**src/rtl/multiexp_g2_kernel_rd_req_fifo.sv**
```systemverilog
// Generic first-word-fall-through FIFO holding pending burst requests.
// Latency: a push is visible at the head one cycle later; pop is same-cycle.
// Backpressure: full blocks pushes, empty blocks pops; no push-to-pop bypass.
module multiexp_g2_kernel_rd_req_fifo #(
    parameter int WIDTH = 8,
    parameter int DEPTH = 4,
    localparam int AW = (DEPTH > 1) ? $clog2(DEPTH) : 1,
    localparam int CW = $clog2(DEPTH + 1)
) (
    input  logic             ap_clk,
    input  logic             ap_rst_n,
    input  logic             push,
    input  logic [WIDTH-1:0] push_dat,
    input  logic             pop,
    output logic [WIDTH-1:0] pop_dat,
    output logic             full,
    output logic             empty
);

    logic [WIDTH-1:0] mem [DEPTH];
    logic [AW-1:0]    wr_ptr;
    logic [AW-1:0]    rd_ptr;
    logic [CW-1:0]    count;
    logic             do_push;
    logic             do_pop;

    assign full    = (count == CW'(DEPTH));
    assign empty   = (count == '0);
    assign do_push = push & ~full;
    assign do_pop  = pop & ~empty;
    assign pop_dat = mem[rd_ptr];

    always_ff @(posedge ap_clk) begin
        if (do_push) begin
            mem[wr_ptr] <= push_dat;
        end
    end

    // DEPTH is a power of two, so pointer overflow is the modulo wrap.
    always_ff @(posedge ap_clk or negedge ap_rst_n) begin
        if (!ap_rst_n) begin
            wr_ptr <= '0;
            rd_ptr <= '0;
            count  <= '0;
        end else begin
            if (do_push) begin
                wr_ptr <= wr_ptr + AW'(1);
            end
            if (do_pop) begin
                rd_ptr <= rd_ptr + AW'(1);
            end
            case ({do_push, do_pop})
                2'b10:   count <= count + CW'(1);
                2'b01:   count <= count - CW'(1);
                default: count <= count;
            endcase
        end
    end

endmodule

```
**config.mk**
```make
export PLATFORM = sky130hd
export DESIGN_NAME = multiexp_g2_kernel_rd_req_fifo
export DESIGN_NICKNAME = d
export VERILOG_FILES = /design/src/rtl/multiexp_g2_kernel_rd_req_fifo.sv
export SDC_FILE = /design/constraint.sdc
export NUM_CORES = 1
export LEC_CHECK = 0
export BUFFER_PORTS_ARGS = -buffer_cell sky130_fd_sc_hd__buf_4
export CORE_AREA = 2 2 93 77
export CTS_CLUSTER_DIAMETER = 80
export DETAILED_ROUTE_END_ITERATION = 8
export DIE_AREA = 0 0 95 79
export PLACE_DENSITY_LB_ADDON = 0.3
export REMOVE_ABC_BUFFERS = 1
export SETUP_SLACK_MARGIN = 0.15
export SLEW_MARGIN = 10
export SYNTH_ARGS = -nofsm -noshare
export SYNTH_HDL_FRONTEND = slang
export SYNTH_SLANG_ARGS = --single-unit
export TNS_END_PERCENT = 20
```
**constraint.sdc**
```tcl
create_clock -name ap_clk -period 2.5 [get_ports ap_clk]
set_input_delay 0.75 -clock ap_clk [delete_from_list [all_inputs] [get_ports ap_clk]]
set_output_delay 0.75 -clock ap_clk [all_outputs]
set_load 0.01 [all_outputs]
```
==> reports/summary.txt, run 1 <==
Status -> complete, no violations
CP Data Arrival Time -> 1510 ps
Max Freq -> 0.442 GHz
Deepest clock path buffer count -> 2
Mean number of vias per cell -> 3.84
Area grow syn2layout -> 24.0%
CP delay by family, top -> multiplexers
Hold Crit Class -> in2async
Max-slew violations -> 0
Max-slew headroom -> 0.699
Worst skew pair latency -> 290 ps
Gate Count Post-Synth -> 79
Static Leakage -> 0.000731 µW
H-tree lvl count -> 2
Placed Instance Area -> 1870 µm²
Critical-path top delay cell -> mux4_2
Final Hold Viols -> 0
Total gr overflow -> 0
Initial Util -> 0.239
ANT nets after route -> 0
Final Power -> 2240 µW
Worst setup SP type -> register
PD cells -> 1130 nW/µm²
Met3 WL -> 171 µm
Setup TNS -> 0 ps
Final period utilization -> 0.905
Primary FF master, synth -> edfxtp_1
Filler cell count -> 646
Comb power frac -> 0.364
EDFF count, synth -> 32
DP HPWL -> 1980 µm
Met2 WL post-DR -> 1470 µm
CTS clk-pin slew, worst paths -> 70 ps
Initial antenna violation count -> 0
Clock power frac -> 0.186
Diode count -> 0
Max-cap violations -> 0
Asr flop ratio synth -> 0.179
DRC -> 0
Top-count cell post-synth -> edfxtp_1
Crit-path max FO -> 7
Final Skew -> 4.29 ps
PortBufs -> 21
Die Ht -> 79 µm
Root Buffer -> clkbuf_8
Min cycle time layout -> 2260 ps
Sequential power share -> 0.450
#FFs+latches synth -> 39
Highest routed layer -> met4
NetSw -> 701 µW
TritonCTS Buffers -> 5
DR vias -> 752
Synth cell types -> 19
Cell area after synthesis -> 1590 µm²
Iteration-0 DRC Markers -> 25
Die area -> 7510 µm²
Worst path bufs/invs -> 2
Global Route Usage Sum -> 0.0833
Synth area leaders -> edfxtp_1 (60%), mux4_2 (11%), dfrtp_1 (11%)
Share of the yosys chip area belonging to registers -> 0.713
Max VDD drop -> 405 µV
Share of the synthesized area in the top cell type -> 0.603
Crit path cell chain -> buf_12, mux4_2, buf_4
Worst slew pin tran -> 452 ps
Setup CP Type -> reg2out
WL/cell -> 14.1 µm
Largest net degree at the start of global routing -> 14
Cell taking the most area after synthesis -> edfxtp_1
CP endpoint kind -> output pin
Sw Ratio -> 0.314
Worst endpoint required time -> 1750 ps
Total of hold buffers inserted after clock tree synthesis -> 0
I/O pins -> 22
Yosys warns -> 0
Row count -> 27
Final Cell Area -> 1980 µm²
Vias in the first global route -> 894
Drt pass-1 iters -> 3
Post-Route WL -> 2760 µm
M1 WL -> 1110 µm
Final Net Count -> 126
Endpoints failing setup -> 0
Core area -> 6660 µm²
First-pass GRT wire length -> 4490 µm
Top cells by count, synth -> edfxtp_1 (32), mux4_2 (8), dfrtp_1 (7)
RD Place Congestion -> 0.801
Clk sink count -> 39
P_int -> 1540 µW
Layout cells sized above 1 -> 0.450
CTS tree -> built
Delay of the slowest critical-path stage -> 510 ps
Syn avg cell area -> 20.2 µm²
Die width -> 95 µm
RSZ-0062 raised after global routing -> no
metrics by stage:
step	std cells	hold slack [ps]	setup WS [ps]	util
detailed placement	186	533	266	0.281
global placement	186	504	384	0.281
global route	196	245	175	0.297
floorplan	77	454	524	-
CTS	194	259	176	0.295
finish	196	262	238	0.297
cells in the final DEF (no fill, tap or decap), drive strengths merged, types with 2 or more instances in the layout:
cell type / netlist / routed
buf: 1 / 24
clkinvlp: 0 / 2
edfxtp: 32 / 32
inv: 6 / 6
ha: 5 / 5
mux4: 8 / 8
and2: 4 / 4
dfrtp: 7 / 7
xnor2: 3 / 3
xor2: 3 / 3
clkbuf: 1 / 5
final timing paths:
path | slack [ps] | cells past startpoint | startpoint | end
worst max register to register | 450 | 9 | count[0]$_DFFE_PN0P_ | count[2]$_DFFE_PN0P_
worst min-delay path | 260 | 1 | ap_rst_n | count[0]$_DFFE_PN0P_
min in group ap_clk | 540 | 1 | count[2]$_DFFE_PN0P_ | count[2]$_DFFE_PN0P_
worst min register to register | 540 | 1 | count[2]$_DFFE_PN0P_ | count[2]$_DFFE_PN0P_
max in group asynchronous | 2100 | 1 | ap_rst_n | rd_ptr[0]$_DFFE_PN0P_
worst max-delay path | 240 | 3 | rd_ptr[0]$_DFFE_PN0P_ | pop_dat[1]
metal layers:
layer / global-route usage / vias up
met4: 0.0130 / 0
met5: 0 / -
li1: - / 355
met1: 0.0898 / 375
met3: 0.0370 / 2
met2: 0.152 / 20
state kept, by name (all words and copies together) (netlist names):
register,flops
mem,32
count,3
rd_ptr,2
wr_ptr,2
final cells by class:
type	count	area [µm²]	area share
sequential	39	1140	0.576
multi-input combinational	32	425	0.215
timing repair buffer	24	193	0.0975
tap	87	109	0.0551
clock buffer	5	68.8	0.0348
inverter	6	22.5	0.0114
clock inverter	3	20.0	0.0101
logic make-up after synthesis:
group           after synthesis  share of synthesized area
compound gates                1                    0.00628
xor+xnor                      6                     0.0330
fa+ha+maj                     6                     0.0518
buf+inv                       8                     0.0196
flops                        39                      0.713
mux                          10                      0.129
simple gates                  9                     0.0471
power by group through the flow:
stage	sequential, µW	combinational (µW)	clock [µW]
6_report	1010	814	416
5_1_grt	1030	902	462
4_1_cts	1020	814	430
3_5_place_dp	1030	806	0
3_3_place_gp	1010	775	0
2_1_floorplan	1000	474	0
worst reg2reg max path, cell delays in order, from the launching register on:
cell and delay (ps):
dfrtp_1 450, nor3b_4 280, nor2b_4 100, inv_1 60, ha_1 190, inv_1 70
fa_1 370, xor2_1 160, nor2_1 130, xor2_1 160
repair_timing:
item | 4_1_cts | 5_1_grt
setup endpoints to repair | 7 | 6
resized for setup | 1 | 0
endpoints found under the hold margin | 0 | 0
buffers inserted | 0 | 2
Note: power is estimated with default switching activity, not from simulation.
==> run 2: changes to the inputs <==
==> constraint.sdc (replaced) <==
create_clock -name ap_clk -period 2.5 [get_ports ap_clk]
set_input_delay 0 -clock ap_clk [delete_from_list [all_inputs] [get_ports ap_clk]]
set_output_delay 0 -clock ap_clk [all_outputs]
set_load 0.01 [all_outputs]
==> reports/summary.txt, run 2 (synthesis gave the netlist of run 1 again) <==
Drt pass-1 iters -> 4 (+1)
First-pass GRT wire length -> 4310 µm (-4.0%)
Sequential standard cell area -> 1140 µm² (-0.11%)
Initial antenna violation count -> 0 (unchanged)
Endpoints failing setup -> 0 (unchanged)
Min cycle time layout -> 2040 ps (-225 ps)
WL/cell -> 13.3 µm (-5.9%)
CTS clk-pin slew, worst paths -> 70 ps (about the same)
Final period utilization -> 0.815 (-0.0900)
TritonCTS Buffers -> 5 (unchanged)
Reg2reg path depth -> 9 (unchanged)
Mean number of vias per cell -> 3.95 (+3.0%)
Root Buffer -> clkbuf_8
Commonest non-fill, non-tap cell in the layout -> edfxtp_1
Final Util -> 0.304 (+0.00752)
Worst setup SP type -> register
Vias in the first global route -> 851 (-4.8%)
Reg2reg setup slack -> 460 ps (about the same)
Deepest clock path buffer count -> 2 (unchanged)
Setup crit end -> count[2]$_DFFE_PN0P_
Die width -> 95 µm (unchanged)
Crit-path max FO -> 7 (unchanged)
Worst slew pin tran -> 605 ps (+153 ps)
Layout cells sized above 1 -> 0.383 (-0.0669)
Final Skew -> 4.20 ps (-0.0916 ps)
DR vias -> 798 (+6.1%)
Core area -> 6660 µm² (unchanged)
DRC -> 0 (unchanged)
Max-slew violations -> 0 (unchanged)
Die Ht -> 79 µm (unchanged)
Clk sink count -> 39 (unchanged)
Multi-input logic area -> 425 µm² (unchanged)
PortBufs -> 21 (unchanged)
Max Freq -> 0.491 GHz (+11%)
Global Route Usage Sum -> 0.0819 (-0.00134)
CP Data Arrival Time -> 2250 ps (+740 ps)
Hold Crit Class -> in2async
Worst r2r src -> count[0]$_DFFE_PN0P_
PD cells -> 1070 nW/µm² (-5.9%)
Largest net degree at the start of global routing -> 13 (-1)
Final Power -> 2160 µW (-3.5%)
Placed Instance Area -> 1850 µm² (-1.1%)
Area grow syn2layout -> 27.2%
Max-cap violations -> 0 (unchanged)
Setup CP Type -> reg2reg
Worst Hold Slack -> 64.5 ps (-197 ps)
Initial Util -> 0.239 (unchanged)
Worst setup startpoint -> count[0]$_DFFE_PN0P_
Max VDD drop -> 460 µV (+14%)
Final Hold Viols -> 0 (unchanged)
RSZ-0062 raised after global routing -> no
Final Cell Area -> 2030 µm² (+2.5%)
Post-Route WL -> 2680 µm (-3.0%)
Static Leakage -> 0.000751 µW (+2.8%)
RD Place Congestion -> 0.794 (-0.80%)
Die area -> 7510 µm² (unchanged)
Max-slew headroom -> 0.597 (-0.102)
Worst skew pair latency -> 290 ps (about the same)
Total gr overflow -> 0 (unchanged)
Status -> complete, no violations
DP HPWL -> 1780 µm (-10%)
I/O pins -> 22 (unchanged)
ANT nets after route -> 0 (unchanged)
CP endpoint kind -> register
Final Net Count -> 132 (+4.8%)
Top reg by flops -> mem
Setup TNS -> 0 ps (unchanged)
Worst endpoint required time -> 2710 ps (+960 ps)
Filler cell count -> 653 (+1.1%)
Largest regs -> mem (32), count (3)
Row count -> 27 (unchanged)
Iteration-0 DRC Markers -> 12 (-52%)
Largest register FFs -> 32 (unchanged)
Commonest non-fill, non-tap cells in the layout -> edfxtp_1 (32), buf_4 (21), dlygate4sd3_1 (9), mux4_2 (8), dfrtp_1 (7)
Diode count -> 0 (unchanged)
CTS tree -> built
H-tree lvl count -> 2 (unchanged)
Reg2reg end -> count[2]$_DFFE_PN0P_
==> run 2: cell types whose count changed in the layout (fill, tap and decap cells not counted) <==
| cell | previous run | this run |
|---|---|---|
| buf_4 | 23 | 21 |
| dfrtp_2 | 1 | 0 |
| dfrtp_1 | 6 | 7 |
| buf_12 | 1 | 0 |
| clkbuf_1 | 0 | 1 |
| dlygate4sd3_1 | 0 | 9 |
| clkinvlp_4 | 2 | 1 |
==> run 2: worst min path at each step <==
stage	from	endpoint	cells past startpoint
after floorplan	ap_rst_n	count[0]$_DFFE_PN0P_	0
after global placement	ap_rst_n	count[0]$_DFFE_PN0P_	1
after detailed placement	ap_rst_n	count[1]$_DFFE_PN0P_	1
after CTS	ap_rst_n	count[1]$_DFFE_PN0P_	2
after global routing	ap_rst_n	count[1]$_DFFE_PN0P_	2
final	ap_rst_n	count[1]$_DFFE_PN0P_	2
==> run 2: metal layers <==
metal  GRT usage  routed length, µm
met1      0.0962               1170
met2       0.134               1330
met4      0.0348                 48
met5           0                  0
met3      0.0313                125
==> run 2: timing repair <==
item,in CTS,in global routing
buffers inserted,0,0
resized for setup,0,0
hold buffers,9,0
endpoints found under the hold margin,39,0
==> run 2: where the power goes <==
part	internal, µW	total, µW	switching (µW)
clock network	195	401	207
registers	880	1040	155
logic	413	721	308
total	1490	2160	670
==> run 2: area by class of cell <==
| class | instances | area share |
|---|---|---|
| clock buffer | 6 | 0.0358 |
| clock inverter | 2 | 0.00618 |
| inverter | 6 | 0.0111 |
| multi-input combinational | 32 | 0.210 |
| sequential | 39 | 0.561 |
| tap | 87 | 0.0537 |
| timing repair buffer | 30 | 0.122 |
==> run 2: critical path: stages (launching register included) <==
cell and delay (ps):
dfrtp_1 460, nor3b_4 290, nor2b_4 100, inv_1 70, ha_1 190, inv_1 60, fa_1 370, xor2_1 150
nor2_1 120, xor2_1 150
==> run 2: metrics by stage <==
stage,cells,setup WS [ps]
2_1_floorplan,77,582
3_3_place_gp,185,615
3_5_place_dp,185,460
4_1_cts,202,436
5_1_grt,202,338
6_report,202,463
==> run 3: changes to the inputs <==
- ABC_AREA: not set -> 1
- CORE_AREA: 2 2 93 77 -> 2 2 97 80
- DIE_AREA: 0 0 95 79 -> 0 0 99 82
- clock period: 2.5 -> 1.9 ns (I/O delays scaled with it)
==> reports/summary.txt, run 3 <==
#FFs+latches synth -> 39 (unchanged)
Deepest clock path buffer count -> 2 (unchanged)
Placed Instance Area -> 2010 µm² (+8.5%)
Setup TNS -> 0 ps (unchanged)
Crit path cell chain -> inv_2, nand3_2, nand2_4, ha_1, inv_1, fa_1, nand2_1, nand3_1, nand2_1, nand2_1
Setup CP Type -> reg2reg
Diode count -> 0 (unchanged)
RSZ-0062 raised after global routing -> yes
Worst endpoint required time -> 2080 ps (-630 ps)
Cell area after synthesis -> 1750 µm² (+10%)
Die Ht -> 82 µm (+3.8%)
Final Hold Viols -> 0 (unchanged)
Global Route Usage Sum -> 0.0812 (-0.000773)
Critical-path top delay cell -> dfrtp_1
Gate Count Post-Synth -> 154 (+95%)
CP delay by family, top -> adder cells
Root Buffer -> clkbuf_8
GR Layer Usage met1 -> 0.0973 (+0.00105)
Primary FF master, synth -> edfxtp_1
Max-slew headroom -> 0.661 (+0.0642)
Most utilized layer in the global route result -> met2
PortBufs -> 21 (unchanged)
CTS clk-pin slew, worst paths -> 70 ps (about the same)
Syn avg cell area -> 11.4 µm² (-44%)
Clk sink count -> 39 (unchanged)
CP endpoint kind -> register
CTS tree -> built
Max VDD drop -> 473 µV (+2.8%)
PD cells -> 1420 nW/µm² (+33%)
Die area -> 8120 µm² (+8.2%)
Core area -> 7180 µm² (+7.9%)
Yosys warns -> 0 (unchanged)
Commonest non-fill, non-tap cells in the layout -> nand2_1 (40), edfxtp_1 (32), inv_1 (30), buf_4 (28), o211ai_1 (16)
Mean number of vias per cell -> 3.93 (-0.60%)
RD Place Congestion -> 0.719 (-9.5%)
Vias in the first global route -> 1009 (+19%)
Asr flop ratio synth -> 0.179 (unchanged)
Max-slew violations -> 0 (unchanged)
Delay of the slowest critical-path stage -> 400 ps (-60 ps)
Cell taking the most area after synthesis -> edfxtp_1
DRC -> 0 (unchanged)
Initial antenna violation count -> 0 (unchanged)
Setup WS post-layout -> 204 ps (-259 ps)
Static Leakage -> 0.00100 µW (+33%)
CP dominant cell by count -> nand2_1
I/O pins -> 22 (unchanged)
Commonest non-fill, non-tap cell in the layout -> nand2_1
Cell Count, Final, Fillers Out -> 287 (+42%)
Status -> complete, no violations
Layout cells sized above 1 -> 0.223 (-0.159)
WL/cell -> 10.5 µm (-21%)
Worst path bufs/invs -> 2 (unchanged)
H-tree lvl count -> 2 (unchanged)
Worst slew pin tran -> 508 ps (-97.0 ps)
Multi-input logic area -> 447 µm² (+5.0%)
Filler cell count -> 717 (+9.8%)
Met2 Track Usage GR -> 0.133 (-0.000934)
Cells after DPL -> 265 (+43%)
Max Freq -> 0.590 GHz (+20%)
DR vias -> 1127 (+41%)
First-pass GRT wire length -> 4780 µm (+11%)
EDFF count, synth -> 32 (unchanged)
Worst skew pair latency -> 290 ps (about the same)
Final Skew -> 4.59 ps (+0.395 ps)
Total gr overflow -> 0 (unchanged)
Crit-path max FO -> 4 (-3)
Share of the synthesized area in the top cell type -> 0.549 (-0.0547)
Die width -> 99 µm (+4.2%)
DP HPWL -> 2000 µm (+12%)
CP Data Arrival Time -> 1880 ps (-370 ps)
Share of the yosys chip area belonging to registers -> 0.649 (-0.0647)
Area grow syn2layout -> 28.8%
Final period utilization -> 0.893 (+0.0780)
TritonCTS Buffers -> 5 (unchanged)
Iteration-0 DRC Markers -> 49 (+37)
ANT nets after route -> 0 (unchanged)
Initial Util -> 0.244 (+0.00457)
Largest regs -> mem (32), count (3)
Hold Crit Class -> in2async
Synth area leaders -> edfxtp_1 (55%), dfrtp_1 (10%), nand2_1 (8.6%)
Max-cap violations -> 0 (unchanged)
Final Cell Area -> 2260 µm² (+11%)
Final Net Count -> 214 (+62%)
Endpoints failing setup -> 0 (unchanged)
Synth cell types -> 18 (-1)
Top cells by count, synth -> nand2_1 (40), edfxtp_1 (32), inv_1 (32)
Sequential standard cell area -> 1140 µm² (unchanged)
Row count -> 28 (+3.7%)
Largest register FFs -> 32 (unchanged)
Top reg by flops -> mem
Largest net degree at the start of global routing -> 34 (+21)
Worst setup SP type -> register
Post-Route WL -> 3020 µm (+13%)
Min cycle time layout -> 1700 ps (-341 ps)
Grt met3 use -> 0.0306 (-0.000671)
Top-count cell post-synth -> nand2_1
Final Util -> 0.314 (+0.00973)
Drt pass-1 iters -> 4 (unchanged)
Place WS -> 125 ps (-335 ps)
==> run 3: worst paths after layout <==
| check | start | to | slack [ps] | depth (start not counted) |
|---|---|---|---|---|
| setup / recovery | count[0]$_DFFE_PN0P_ | count[2]$_DFFE_PN0P_ | 200 | 10 |
| hold / removal | ap_rst_n | count[1]$_DFFE_PN0P_ | 50 | 2 |
| setup reg to reg | count[0]$_DFFE_PN0P_ | count[2]$_DFFE_PN0P_ | 200 | 10 |
| hold reg to reg | count[0]$_DFFE_PN0P_ | count[0]$_DFFE_PN0P_ | 490 | 1 |
| max in group asynchronous | ap_rst_n | rd_ptr[1]$_DFFE_PN0P_ | 1720 | 2 |
| min in group ap_clk | push_dat[0] | mem[2][0]$_DFFE_PP_ | 450 | 2 |
==> run 3: final cells by class <==
type                       count  area share
multi-input combinational     77       0.198
tap                           90      0.0499
timing repair buffer          39       0.142
clock buffer                   5      0.0305
inverter                      34      0.0566
clock inverter                 3      0.0194
sequential                    39       0.504
==> run 3: metal layers <==
layer | part of all wire | up-vias
met1 | 0.47 | 520
met5 | 0 | -
li1 | - | 586
met2 | 0.48 | 19
met3 | 0.038 | 2
met4 | 0.011 | 0
==> run 3: timing repair <==
action	CTS	global route
setup buffers	0	3
pin swaps	0	1
hold buffers	11	0
hold endpoints to repair	42	0
endpoints found under the setup margin	1	3
cloned	0	0
gates resized for setup	2	1
==> run 3: logic make-up (layout without fill, tap and decap cells) <==
group | Yosys count | after routing | share of synthesized area
xor+xnor | 1 | 1 | 0.00500
compound gates | 17 | 17 | 0.0714
simple gates | 53 | 53 | 0.130
fa+ha+maj | 6 | 6 | 0.0471
flops | 39 | 39 | 0.649
buf+inv | 38 | 81 | 0.0979
==> run 3: through the flow <==
step                hold WS, ps  total power (µW)
finish                     51.9              3200
global placement           -178              2520
CTS                        52.9              3230
floorplan                  -296              2010
detailed placement         -179              2520
global route               51.0              3490
==> run 3: power breakdown <==
part           switching, µW  total, µW  internal [µW]
clock                    288        678            391
combinational            718       1260            537
sequential               121       1270           1150
